$ cat src/rtl/uart_tx_param.sv
// Parametrised UART transmitter (start, DATA_W bits LSB-first, optional parity, 1-2 stops); start bit 1 cycle after accept.
// tx_ready = !hold_full: one word queues behind the running frame, so frames chain back-to-back with no idle gap.
module uart_tx_param #(
    parameter int DATA_W       = 8,
    parameter int CLKS_PER_BIT = 4,
    parameter int PARITY_EN    = 0,
    parameter int PARITY_ODD   = 0,
    parameter int STOP_BITS    = 1
) (
    input  logic              clk,
    input  logic              rst,
    input  logic              tx_valid,
    input  logic [DATA_W-1:0] tx_data,
    output logic              tx_ready,
    output logic              serial_out,
    output logic              busy,
    output logic              frame_done
);

    localparam int BCW = (CLKS_PER_BIT > 1) ? $clog2(CLKS_PER_BIT) : 1;
    localparam logic [BCW-1:0] BAUD_LAST = BCW'(CLKS_PER_BIT - 1);
    localparam logic [3:0]     DATA_LAST = 4'(DATA_W - 1);
    localparam logic [3:0]     STOP_LAST = 4'(STOP_BITS - 1);

    typedef enum logic [2:0] {
        IDLE,
        START,
        DATA,
        PARITY,
        STOP
    } state_t;

    state_t            state;
    state_t            state_nxt;
    logic [BCW-1:0]    baud_cnt;
    logic [3:0]        bit_cnt;
    logic [DATA_W-1:0] shift_dat;
    logic              par_bit;
    logic [DATA_W-1:0] hold_dat;
    logic              hold_vld;
    logic              accept;
    logic              baud_wrap;
    logic              load_in;
    logic              load_hold;
    logic              push_hold;

    function automatic logic parity_of(input logic [DATA_W-1:0] d);
        return (PARITY_ODD != 0) ? ~^d : ^d;
    endfunction

    assign tx_ready  = !hold_vld;
    assign busy      = (state != IDLE);
    assign accept    = tx_valid && tx_ready;
    assign baud_wrap = (baud_cnt == BAUD_LAST);

    always_ff @(posedge clk) begin
        if (rst) begin
            state <= IDLE;
        end else begin
            state <= state_nxt;
        end
    end

    always_comb begin
        state_nxt  = state;
        load_in    = 1'b0;
        load_hold  = 1'b0;
        frame_done = 1'b0;
        serial_out = 1'b1;
        case (state)
            IDLE: begin
                if (accept) begin
                    load_in   = 1'b1;
                    state_nxt = START;
                end
            end
            START: begin
                serial_out = 1'b0;
                if (baud_wrap) begin
                    state_nxt = DATA;
                end
            end
            DATA: begin
                serial_out = shift_dat[0];
                if (baud_wrap && bit_cnt == DATA_LAST) begin
                    state_nxt = (PARITY_EN != 0) ? PARITY : STOP;
                end
            end
            PARITY: begin
                serial_out = par_bit;
                if (baud_wrap) begin
                    state_nxt = STOP;
                end
            end
            STOP: begin
                if (baud_wrap && bit_cnt == STOP_LAST) begin
                    frame_done = 1'b1;
                    // A queued word wins over the live input, which sees tx_ready=0 anyway.
                    if (hold_vld) begin
                        load_hold = 1'b1;
                        state_nxt = START;
                    end else if (accept) begin
                        load_in   = 1'b1;
                        state_nxt = START;
                    end else begin
                        state_nxt = IDLE;
                    end
                end
            end
            default: state_nxt = IDLE;
        endcase
        push_hold = accept && (state != IDLE) && !load_in;
    end

    always_ff @(posedge clk) begin
        if (rst) begin
            baud_cnt  <= '0;
            bit_cnt   <= '0;
            shift_dat <= '0;
            par_bit   <= 1'b0;
            hold_dat  <= '0;
            hold_vld  <= 1'b0;
        end else begin
            if (state == IDLE || baud_wrap) begin
                baud_cnt <= '0;
            end else begin
                baud_cnt <= baud_cnt + BCW'(1);
            end

            // bit_cnt indexes data bits in DATA and stop bits in STOP; cleared on every state change.
            if (state_nxt != state) begin
                bit_cnt <= '0;
            end else if (baud_wrap && (state == DATA || state == STOP)) begin
                bit_cnt <= bit_cnt + 4'd1;
            end

            if (load_in) begin
                shift_dat <= tx_data;
                par_bit   <= parity_of(tx_data);
            end else if (load_hold) begin
                shift_dat <= hold_dat;
                par_bit   <= parity_of(hold_dat);
            end else if (state == DATA && baud_wrap) begin
                shift_dat <= shift_dat >> 1;
            end

            if (push_hold) begin
                hold_dat <= tx_data;
                hold_vld <= 1'b1;
            end else if (load_hold) begin
                hold_vld <= 1'b0;
            end
        end
    end

endmodule

$ cat config.mk
export PLATFORM = sky130hd
export DESIGN_NAME = uart_tx_param
export DESIGN_NICKNAME = d
export VERILOG_FILES = /design/src/rtl/uart_tx_param.sv
export SDC_FILE = /design/constraint.sdc
export NUM_CORES = 1
export LEC_CHECK = 0
export ABC_AREA = 0
export BUFFER_PORTS_ARGS = -buffer_cell sky130_fd_sc_hd__buf_2
export CORE_MARGIN = 5
export CORE_UTILIZATION = 55
export CTS_BUF_LIST = sky130_fd_sc_hd__clkbuf_8
export DETAILED_ROUTE_END_ITERATION = 6
export PLACE_DENSITY = 0.71
export SYNTH_ARGS = -nofsm -noshare
export SYNTH_HDL_FRONTEND = slang
export SYNTH_SLANG_ARGS = --single-unit
$ cat constraint.sdc
create_clock -name clk -period 5.9 [get_ports clk]
set_clock_uncertainty 0.2 [all_clocks]
set_input_delay 1.18 -clock clk [delete_from_list [all_inputs] [get_ports clk]]
set_output_delay 1.18 -clock clk [all_outputs]
set_load 0.02 [all_outputs]
* After elaboration in Yosys (flattened, before gate mapping) *
Cells that the tools add are included.

operators by class
  multiplexer cells = 25
  reduce and logical (&&, ||, !) cells = 21
  bitwise operators = 0
  equal/unequal tests = 7
  add/subtract/negate cells = 2
  div/mod/pow operators = 0
  shifts and indexed selects = 0
  $lt $le $gt $ge = 0
  multiply operators = 0

operators with widths
  cell                   number
  $mux W8                3
  $reduce_xor A8 Y1      2
  $mux W3                5
  $pmux W3 S5            1
  $mux W1                14
  $logic_and A1 B1 Y1    7
  $eq A3 B2 Y1 const B   2
  $reduce_bool A3 Y1     2
  $add A4 B1 Y4 const B  1
  $eq A4 B3 Y1 const B   1
  $logic_not A4 Y1       1
  $reduce_bool A2 Y1     2
  $reduce_or A2 Y1       2
  $eq A3 B1 Y1 const B   1
  $eq A3 B3 Y1 const B   1
  $logic_not A3 Y1       1
  $ne A3 B3 Y1           1
  $pmux W1 S3            1
  $add A2 B1 Y2 const B  1
  $eq A2 B2 Y1 const B   1
  $logic_not A1 Y1       2
  $logic_or A1 B1 Y1     2
  $pmux W1 S2            1

word-level totals
  memories kept = 0
  bits in writable memories = 0
  register bits = 27
  bits in latches = 0
  bits in read-only memories = 0
  word-level logic and storage cells = 62

* Depth between registers and ports, before layout *
Gate-level depths: netlist (run 1).

  depth after elaboration = 9
  gate-level depth with buffers = 8
  depth with buffers taken out = 7

* Worst setup path before layout (run 1) *
Ideal clock, no wire load.

  path kind = input to register
  start = in tx_valid
  end = reg shift_dat[0]
  data arrival time = 2.250 ns
  cell stages on the path = 6
  required time = 5.583 ns
  setup slack = 3.333 ns
  cell sequence = or3b_1 a21oi_1 o21ai_1 nor2b_1 buf_2 a22o_1

between the ends
  longest elaborated chain between the ends = 6
  elaborated cells on any way between the ends = 7

ends and longest elaborated chain
  item                                                     line     source
  start, declared                                          12       input logic tx_valid,
  $logic_and A1 B1 Y1 *                                    53       assign accept = tx_valid && tx_ready;
  $mux W1 *                                                72, 102
  $mux W1                                                  99       if (hold_vld) begin
  $mux W1                                                  96       if (baud_wrap && bit_cnt == STOP_LAST) begin
  $pmux W1 S2 *                                            70       case (state)
  $reduce_bool A3 Y1 (no line) or $mux W8 (tied branches)  --
  end signal, assigned                                     138      shift_dat <= tx_data;
  end signal, assigned                                     141      shift_dat <= hold_dat;
  end signal, assigned                                     144      shift_dat <= shift_dat >> 1;
  end, declared                                            37       logic [DATA_W-1:0] shift_dat;

Mark *: on every way between the ends. The rest lies on a longest branch, timed or not.
A chain may end at the register's enable or synchronous reset.

* Final worst setup path (run 1) *
  start = reg baud_cnt[0]
  end = out frame_done

between the ends
  longest elaborated chain between the ends = 4

ends and longest elaborated chain
  item                    line  source
  start, declared         35    logic [BCW-1:0] baud_cnt;
  start signal, assigned  127   baud_cnt <= baud_cnt + BCW'(1);
  $eq A2 B2 Y1            54    assign baud_wrap = (baud_cnt == BAUD_LAST);
  $logic_and A1 B1 Y1     96
  $mux W1                 96
  $mux W1                 70
  end, declared           17    output logic frame_done

Every way passes these cells.

==> results of run 1 <==
## per-layer routing
metal	track usage, %	share of wire [%]
met1	22.4	51
met2	25.3	45
met3	4.14	3.9
met4	3.45	0.69
met5	0	0
## logic make-up after synthesis
family,synth area share (%)
AOI/OAI and AO/OA,21.4
and+or+nand+nor,17.6
buffers and inverters,6.15
DFF,35.9
muxes,5.98
xor gates and xnor gates,10.5
adders and majority gates,2.49
## power groups by stage
stage / clock network (mW) / logic, mW / registers (mW)
3_3_place_gp: 0 / 0.0619 / 0.200
3_5_place_dp: 0 / 0.0639 / 0.200
4_1_cts: 0.111 / 0.0640 / 0.196
2_1_floorplan: 0 / 0.0502 / 0.199
5_1_grt: 0.116 / 0.0722 / 0.197
6_report: 0.107 / 0.0641 / 0.196
## worst max-delay path: cells and delay by family (launching register included)
kind,cells,cell delay [ns]
AND/OR/NAND/NOR,2,0.49
buffers and inverters,1,0.18
flip-flops,1,0.35
adder cells (fa/ha/maj),1,0.40
## cells in the mapped netlist
cell        n  area, um^2
nand3b_1    1        7.51
buf_2       2        10.0
a21oi_1    16        80.1
nor2b_1     1        6.26
dfxtp_1    27         541
clkbuf_1    5        18.8
mux2i_1     9        90.1
o22a_1      1        8.76
inv_1       7        26.3
a22oi_1     2        15.0
xnor2_1    13         114
a2111oi_4   1        27.5
o31ai_1     1        7.51
o32ai_1     1        8.76
and3_1      2        12.5
or3b_1      1        8.76
ha_1        3        37.5
o21ai_0    17        85.1
nand2_1    21        78.8
nor2_1      9        33.8
nor4b_1     1        8.76
nand3_1     2        10.0
a41oi_1     1        8.76
nand2b_1    1        6.26
a22o_1      7        61.3
nand4_1     1        6.26
and4bb_2    1        12.5
and4_1      2        17.5
a21boi_0    1        7.51
buf_4       2        15.0
nand4bb_4   1        27.5
o211ai_1    1        7.51
nor3_1      2        10.0
o21ai_1     1        5.00
nor4_1      2        12.5
buf_6       2        22.5
or2_2       1        6.26
xor2_1      5        43.8
## cell type report
cell class,count,share of cell area [%]
Sequential cell,27,33.9
Clock inverter,1,0.314
Tap cell,31,2.43
Clock buffer,3,2.59
Multi-Input combinational cell,129,54.7
Timing Repair Buffer,14,4.39
Inverter,7,1.65
## worst paths after layout
path | end | slack (ns) | cells past startpoint
max reg2reg | hold_dat[5] | 3.04 | 6
min reg2reg | baud_cnt[0] | 0.25 | 1
min | baud_cnt[0] | 0.25 | 1
max | frame_done | 2.81 | 4
## flip-flops by register name (all words and copies together) (netlist names)
signal     count
hold_dat       8
bit_cnt        4
shift_dat      8
par_bit        1
baud_cnt       2
hold_vld       1
state          3
## stage by stage
stage | area, um^2 | hold slack, ns
after floorplan | 1510 | 0.207
after global placement | 1550 | 0.216
after detailed placement | 1550 | 0.234
after CTS | 1600 | 0.248
after global routing | 1600 | 0.271
final | 1600 | 0.248
==> results.py, run 1 <==
metrics = {
    "finish": {
        "fill_cells": 246,
        "final_util_pct": 59.4,
        "drive_gt1_share_pct": 12.2,
        "layout_common_cells": "27 x dfxtp_1, 21 x nand2_1, 17 x o21ai_0, 16 x a21oi_1, 14 x buf_2",
        "final_common_cell": "dfxtp_1",
        "ff_latch_area_um2": 541,
        "multiInputGateArea_um2": 873,
        "area_growth_pct": 5.90,
        "fin_nets": 196,
        "instances_no_fill": 212,
        "diodes": 0,
    },
    "placement": {
        "dpl.hpwl_um": 2220,
        "place_congestion": 0.862,
        "dp_slack_ns": 2.75,
        "io_buffers": 14,
        "place_inst": 208,
    },
    "die": {
        "dieArea_um2": 3890,
        "die_w_um": 62.3,
        "coreArea_um2": 2690,
        "die_h_um": 62.3,
        "placementRows": 19,
        "start_util_pct": 56.1,
        "pin_count": 15,
    },
    "synth": {
        "synth_seq_cells": 27,
        "syn_avg_cell_area_um2": 8.66,
        "ys_warn_count": 0,
        "syn_area_um2": 1510,
        "synth_cell_types": 38,
        "synthesis.nets": 188,
        "synthCells": 174,
        "seq_area_frac_synth_pct": 35.9,
    },
    "setup_path": {
        "cpPeakStageDelay_ns": 0.40,
        "arrival_ns": 1.71,
        "end_kind": "output pin",
        "critPathMaxFanout": 10,
        "cp_slowest_cell": "ha_1",
        "r2r-start": "baud_cnt[0]",
        "crit_chain": "ha_1 > and4bb_2 > and3_1 > buf_2",
        "critical_path_required_ns": 4.52,
        "startpoint_type": "flip-flop",
        "path_class": "reg -> out",
        "crit_path_start": "baud_cnt[0]",
    },
    "clock_network": {
        "cts.path.max_buffers": 2,
        "cts_made_buffers": 3,
        "cts_tree": "done",
        "cts_num_sinks": 27,
        "clkLatencyLatePin_ns": 0.28,
        "postCtsResizedCells": 0,
        "clk_pin_slew_ns": 0.10,
        "cts_setup_buffers": 0,
        "cts_root_buf": "clkbuf_8",
        "h-tree-depth": 1,
        "holdBufCountCts": 0,
    },
    "route": {
        "wl_per_cell_um": 14.4,
        "firstDrtPassIters": 4,
        "routed_wl_um": 3050,
        "viasPerCell": 5.79,
        "antenna_left": 0,
        "drc": 0,
        "drt-initial-drc-count": 46,
        "num_vias": 1228,
    },
    "sta": {
        "tns_ns": 0,
        "fin_crit_sh_pct": 52.4,
        "final_hold_viol_count": 0,
        "slew_headroom_pct": 20.0,
        "fin_ws_ns": 2.81,
        "timing.fmax_ghz": 0.323,
        "rsz0062_at_grt": "no",
        "setup-violations-final": 0,
        "maxSlewViolCount": 0,
        "worstMarginPinSlew_ns": 1.19,
        "period_minus_slack_ns": 3.09,
    },
    "hold_path": {
        "hp-start": "baud_cnt[0]",
        "min_path_type": "reg -> reg",
    },
    "grt": {
        "grt_first_pass_wirelength_um": 5320,
        "grt_max_degree": 20,
        "antenna_found_initial": 0,
        "gr-total-overflow": 0,
        "grt_pass1_vias": 1220,
        "grt_usage_pct": 16.2,
    },
    "power_and_ir_drop": {
        "p_clk_share_pct": 29.2,
        "p_per_area_nw_per_um2": 231,
        "p_leak_nw": 0.573,
        "p_sw_share_pct": 28.0,
        "seq_power_share_pct": 53.4,
        "p_int_mw": 0.265,
        "comb_power_share_pct": 17.4,
        "irDropWorstVdd_uv": 218,
        "power.total_mw": 0.368,
        "switching_power_mw": 0.103,
    },
    "run_status": {
        "status": "complete, no violations",
    },
    "job": {
        "maxCapViolCount": 0,
    },
}
Note: power is estimated with default switching activity, not from simulation.
==> run 2, diff against run 1 <==
- ABC_AREA: 0 -> 1
- PLACE_DENSITY: 0.71 -> 0.73
- clock period: 5.9 -> 2.77 ns (I/O delays scaled with it)
==> run 2 against run 1 <==
Sequential cell count unchanged. Critical endpoint unchanged. Total power rose by 130%. Non-clock buffer count is the same. Design area up 19%. Routed wire length increased by 22%. Setup slack lost 2.3 ns. Sequential share of layout area is 5.5 points lower. Critical path depth grew 2. Via count is 40% higher. Global-route usage increased by 3.1 points. Cell count up 63%. Sequential power up 120%.
==> results.py, run 2 <==
metrics = {
    "route": {
        "firstDrtPassIters": 5,
        "wl_per_cell_um": 10.8,
        "routed_wl_um": 3720,
        "num_vias": 1722,
        "antenna_left": 0,
        "viasPerCell": 4.99,
        "drc": 0,
        "drt-initial-drc-count": 78,
    },
    "grt": {
        "gr-total-overflow": 0,
        "grt_max_degree": 19,
        "grt_pass1_vias": 1541,
        "grt_first_pass_wirelength_um": 6660,
        "antenna_found_initial": 0,
        "grt_usage_pct": 19.3,
    },
    "clock_network": {
        "cts_made_buffers": 3,
        "holdBufCountCts": 0,
        "clkLatencyLatePin_ns": 0.27,
        "cts_num_sinks": 27,
        "postCtsResizedCells": 0,
        "h-tree-depth": 1,
        "clk_pin_slew_ns": 0.09,
        "cts.path.max_buffers": 2,
        "cts_setup_buffers": 0,
        "cts_root_buf": "clkbuf_8",
        "cts_tree": "done",
    },
    "synth": {
        "synth.most_common_cell": "nand2_1",
        "seq_area_frac_synth_pct": 30.5,
        "synth_top_family_by_area": "simple AND/OR/NAND/NOR gates",
        "synthTopCellsByCount": "100 x nand2_1, 39 x inv_1, 27 x dfxtp_1, 27 x nor2_1, 18 x a21oi_1",
        "synth-adder-area-share_pct": 2.12,
        "synth.area.top_cells": "dfxtp_1 30%, nand2_1 21%, inv_1 8.3%",
        "synth-xor-area-share_pct": 3.46,
        "synthMuxAreaShare_pct": 0,
        "synthCells": 287,
        "ys_warn_count": 0,
        "async_flop_share_pct": 0,
        "synth_area_leader_cell": "dfxtp_1",
        "synth-compound-area-share_pct": 13.7,
        "synth_ff_type": "dfxtp_1",
        "synthesis.nets": 301,
        "synthSimpleGateAreaFrac_pct": 39.4,
        "syn_area_um2": 1770,
        "syn_avg_cell_area_um2": 6.18,
        "synth_cell_types": 26,
        "netlist.area_leader.share_pct": 30.5,
        "synth_enable_flop_cells": 0,
        "synth_seq_cells": 27,
    },
    "setup_path": {
        "critPathMaxFanout": 6,
        "r2r-start": "baud_cnt[0]",
        "reg2reg_depth": 10,
        "r2r_setup_slack_ns": 0.76,
        "r2r_end": "shift_dat[3]",
        "path_class": "reg -> out",
        "startpoint_type": "flip-flop",
        "crit_chain": "ha_1 > nand2_2 > nor2_4 > nand2_4 > inv_1 > buf_2",
        "cp_slowest_cell": "dfxtp_1",
        "critical_path_required_ns": 2.02,
        "crit_buf_inv": 2,
        "end_kind": "output pin",
        "arrival_ns": 1.50,
        "critPathTopFamily": "simple AND/OR/NAND/NOR gates",
        "cpPeakStageDelay_ns": 0.35,
    },
    "power_and_ir_drop": {
        "power.total_mw": 0.864,
        "p_leak_nw": 0.923,
        "p_per_area_nw_per_um2": 454,
        "irDropWorstVdd_uv": 257,
    },
    "finish": {
        "top_regs": "hold_dat (8), shift_dat (8), bit_cnt (4)",
        "layout_common_cells": "100 x nand2_1, 40 x inv_1, 27 x nor2_1, 27 x dfxtp_1, 18 x a21oi_1",
        "drive_gt1_share_pct": 11.3,
        "fin_nets": 316,
        "area_growth_pct": 7.41,
        "diodes": 0,
        "final_common_cell": "nand2_1",
        "fill_cells": 303,
    },
    "sta": {
        "slew_headroom_pct": 66.3,
        "rsz0062_at_grt": "no",
        "fin_crit_sh_pct": 81.4,
        "fin_ws_ns": 0.515,
        "worstMarginPinSlew_ns": 0.506,
        "timing.fmax_ghz": 0.444,
        "final_hold_viol_count": 0,
        "setup-violations-final": 0,
        "period_minus_slack_ns": 2.25,
        "maxSlewViolCount": 0,
        "tns_ns": 0,
    },
    "placement": {
        "io_buffers": 14,
        "dp_slack_ns": 0.627,
        "dpl.hpwl_um": 2870,
        "place_congestion": 0.878,
    },
    "hold_path": {
        "holdPathEnd": "baud_cnt[0]",
        "hp-start": "baud_cnt[0]",
        "min_path_cells": 1,
        "min_path_type": "reg -> reg",
    },
    "die": {
        "dieArea_um2": 4460,
        "placementRows": 20,
        "start_util_pct": 57.6,
        "pin_count": 15,
        "die_w_um": 66.8,
        "die_h_um": 66.8,
        "coreArea_um2": 3080,
    },
    "job": {
        "maxCapViolCount": 0,
    },
    "run_status": {
        "status": "complete, no violations",
    },
}
## run 2: layout make-up
class,instances,area [um^2],share of cell area [%]
sequential,27,541,28.4
clock buffer,3,41.3,2.17
inverter,41,154,8.08
timing repair buffer,14,70.1,3.68
clock inverter,1,3.75,0.197
multi-input combinational,215,1040,54.6
tap,44,55.1,2.89
## run 2: logic make-up after synthesis
group | after synthesis
buffers and inverters | 45
AND/OR/NAND/NOR | 158
AO/OA/AOI/OAI | 47
adder cells (fa/ha/maj) | 3
flip-flops | 27
XOR/XNOR | 7
## run 2: report_power, final
| group | switching (mW) | internal [mW] | leakage, nW |
|---|---|---|---|
| Combinational | 0.133 | 0.0721 | 0.676 |
| Sequential | 0.0226 | 0.416 | 0.221 |
| Clock | 0.121 | 0.0993 | 0.0269 |
| Total | 0.277 | 0.587 | 0.923 |
## run 2: worst max path at each step
stage           startpoint           end  slack, ns  cells after the start
2_1_floorplan  baud_cnt[0]    bit_cnt[0]       0.98                     10
3_3_place_gp      tx_valid  shift_dat[3]       0.72                     10
3_5_place_dp      tx_valid  shift_dat[3]       0.63                     10
4_1_cts        baud_cnt[0]    frame_done       0.51                      6
5_1_grt        baud_cnt[0]    frame_done       0.41                      6
6_report       baud_cnt[0]    frame_done       0.52                      6
## run 2: stage by stage
stage / utilization [%] / area (um^2) / std cells / hold WS [ns]
global route: 61.9 / 1900 / 345 / 0.266
finish: 61.9 / 1900 / 345 / 0.243
floorplan: - / 1770 / 287 / 0.199
CTS: 61.9 / 1900 / 345 / 0.242
detailed placement: 60.4 / 1860 / 341 / 0.228
global placement: 60.4 / 1860 / 341 / 0.218
## run 2: worst reg2reg max path: cells and delay by family, from the launching register on
family | cells | cell delay [ns]
adders and majority gates | 1 | 0.27
and+or+nand+nor | 8 | 0.99
AOI/OAI and AO/OA | 1 | 0.11
DFF | 1 | 0.35
## run 2: routing by layer
metal | share of wire (%) | wire length [um] | vias to the layer above | global-route usage [%]
li1 | - | - | 927 | -
met1 | 50 | 1870 | 759 | 26.8
met2 | 45 | 1670 | 32 | 31.2
met3 | 3.9 | 147 | 4 | 2.53
met4 | 0.91 | 34 | 0 | 4.82
met5 | 0 | 0 | - | 0
==> run 3, diff against run 2 <==
- PLACE_DENSITY: 0.73 -> 0.7
- clock period: 2.77 -> 2.13 ns (I/O delays scaled with it)
==> run 3 against run 2 <==
Critical path depth rose by 1. Sequential power rose by 30%. Sequential cell count did not move. Sequential share of layout area fell by 0.31 points. Clock power rose by 34%. Cell count rose by 0.58%. Hold slack got worse by 0.038 ns. Critical path type unchanged. Largest cell class unchanged.
==> results.py, run 3 (synthesized netlist as in run 2, its figures left out) <==
metrics = {
    "setup_path": {
        "path_class": "reg -> out",
        "reg2reg_depth": 11,
        "critical_path_required_ns": 1.50,
        "critPathMaxFanout": 3,
        "end_kind": "output pin",
        "startpoint_type": "flip-flop",
        "arrival_ns": 1.43,
        "r2r_setup_slack_ns": 0.27,
    },
    "hold_path": {
        "min_path_type": "in -> reg",
        "min_path_cells": 2,
    },
    "finish": {
        "final_common_cell": "nand2_1",
        "top_regs": "hold_dat (8), shift_dat (8), bit_cnt (4)",
        "multiInputGateArea_um2": 1040,
        "drive_gt1_share_pct": 12.9,
        "ff_latch_area_um2": 541,
        "fill_cells": 325,
        "fin_nets": 318,
        "area_growth_pct": 8.61,
        "diodes": 0,
        "final_util_pct": 62.6,
        "layout_common_cells": "100 x nand2_1, 39 x inv_1, 27 x dfxtp_1, 26 x nor2_1, 18 x a21oi_1",
        "instances_no_fill": 347,
    },
    "die": {
        "die_h_um": 66.8,
        "die_w_um": 66.8,
        "placementRows": 20,
        "dieArea_um2": 4460,
        "coreArea_um2": 3080,
        "start_util_pct": 57.6,
        "pin_count": 15,
    },
    "clock_network": {
        "holdBufCountCts": 0,
        "cts.path.max_buffers": 2,
        "cts_tree": "done",
        "h-tree-depth": 1,
        "clk_pin_slew_ns": 0.09,
        "clkLatencyLatePin_ns": 0.27,
        "cts_setup_buffers": 0,
        "cts_made_buffers": 3,
        "cts_root_buf": "clkbuf_8",
        "cts_num_sinks": 27,
        "postCtsResizedCells": 0,
    },
    "route": {
        "drc": 0,
        "routed_wl_um": 3700,
        "viasPerCell": 4.82,
        "drt-initial-drc-count": 120,
        "num_vias": 1674,
        "firstDrtPassIters": 4,
        "antenna_left": 0,
        "wl_per_cell_um": 10.7,
    },
    "placement": {
        "io_buffers": 14,
        "place_inst": 343,
        "dpl.hpwl_um": 2920,
        "place_congestion": 0.859,
    },
    "grt": {
        "grt_max_degree": 18,
        "grt_first_pass_wirelength_um": 6720,
        "gr-total-overflow": 0,
        "grt_pass1_vias": 1523,
        "antenna_found_initial": 0,
        "grt_usage_pct": 19.5,
    },
    "run_status": {
        "status": "complete, no violations",
    },
    "sta": {
        "worstMarginPinSlew_ns": 0.318,
        "setup-violations-final": 0,
        "slew_headroom_pct": 78.8,
        "maxSlewViolCount": 0,
        "fin_crit_sh_pct": 96.4,
        "rsz0062_at_grt": "yes",
        "period_minus_slack_ns": 2.05,
        "hold_slack_ns": 0.205,
        "final_hold_viol_count": 0,
        "timing.fmax_ghz": 0.487,
    },
    "job": {
        "maxCapViolCount": 0,
    },
    "power_and_ir_drop": {
        "irDropWorstVdd_uv": 425,
        "p_leak_nw": 0.928,
        "p_per_area_nw_per_um2": 591,
    },
}
==> run 3: cell count changes in the layout (fill, tap and decap cells not counted) <==
cell      before  now
ha_1           3    2
buf_4          0    2
inv_1         40   39
clkinv_2       0    1
nor2_1        27   26
nor2_2         3    4
ha_2           0    1
==> run 3: layout make-up <==
cell class	count	share of cell area, %
Clock buffer	3	2.14
Clock inverter	1	0.260
Inverter	41	7.99
Multi-Input combinational cell	215	54.3
Sequential cell	27	28.1
Tap cell	44	2.86
Timing Repair Buffer	16	4.42
==> run 3: per-stage QoR <==
step	total power, mW	instance area (um^2)	TNS (ns)	setup slack (ns)
after floorplan	0.791	1770	0	0.342
after global placement	0.852	1870	0	0.276
after detailed placement	0.853	1870	0	0.238
after CTS	1.15	1920	0	0.0315
after global routing	1.22	1930	-0.0154	-0.0154
final	1.14	1930	0	0.0772
==> run 3: critical path: stages, from the launching register on <==
cell     delay (ns)
dfxtp_1        0.34
inv_1          0.09
ha_1           0.18
nand2_1        0.10
nor2_4         0.14
nand2_4        0.09
inv_1          0.07
buf_2          0.15
==> run 3: path summary, 6_finish.rpt <==
kind / startpoint / endpoint
setup / recovery: bit_cnt[0] / frame_done
hold / removal: rst / par_bit
setup reg to reg: bit_cnt[0] / shift_dat[2]
hold reg to reg: baud_cnt[0] / baud_cnt[0]
==> run 3: metal layers <==
| metal | share of wire, % | vias to the layer above | track usage (%) |
|---|---|---|---|
| met3 | 2.9 | 5 | 2.53 |
| met4 | 1.1 | 0 | 5.33 |
| met1 | 54 | 723 | 27.4 |
| li1 | - | 927 | - |
| met5 | 0 | - | 0 |
| met2 | 42 | 19 | 31.2 |
==> run 3: power breakdown <==
group	internal, mW	switching (mW)
clock	0.131	0.164
combinational	0.0979	0.175
sequential	0.541	0.0287
total	0.770	0.368
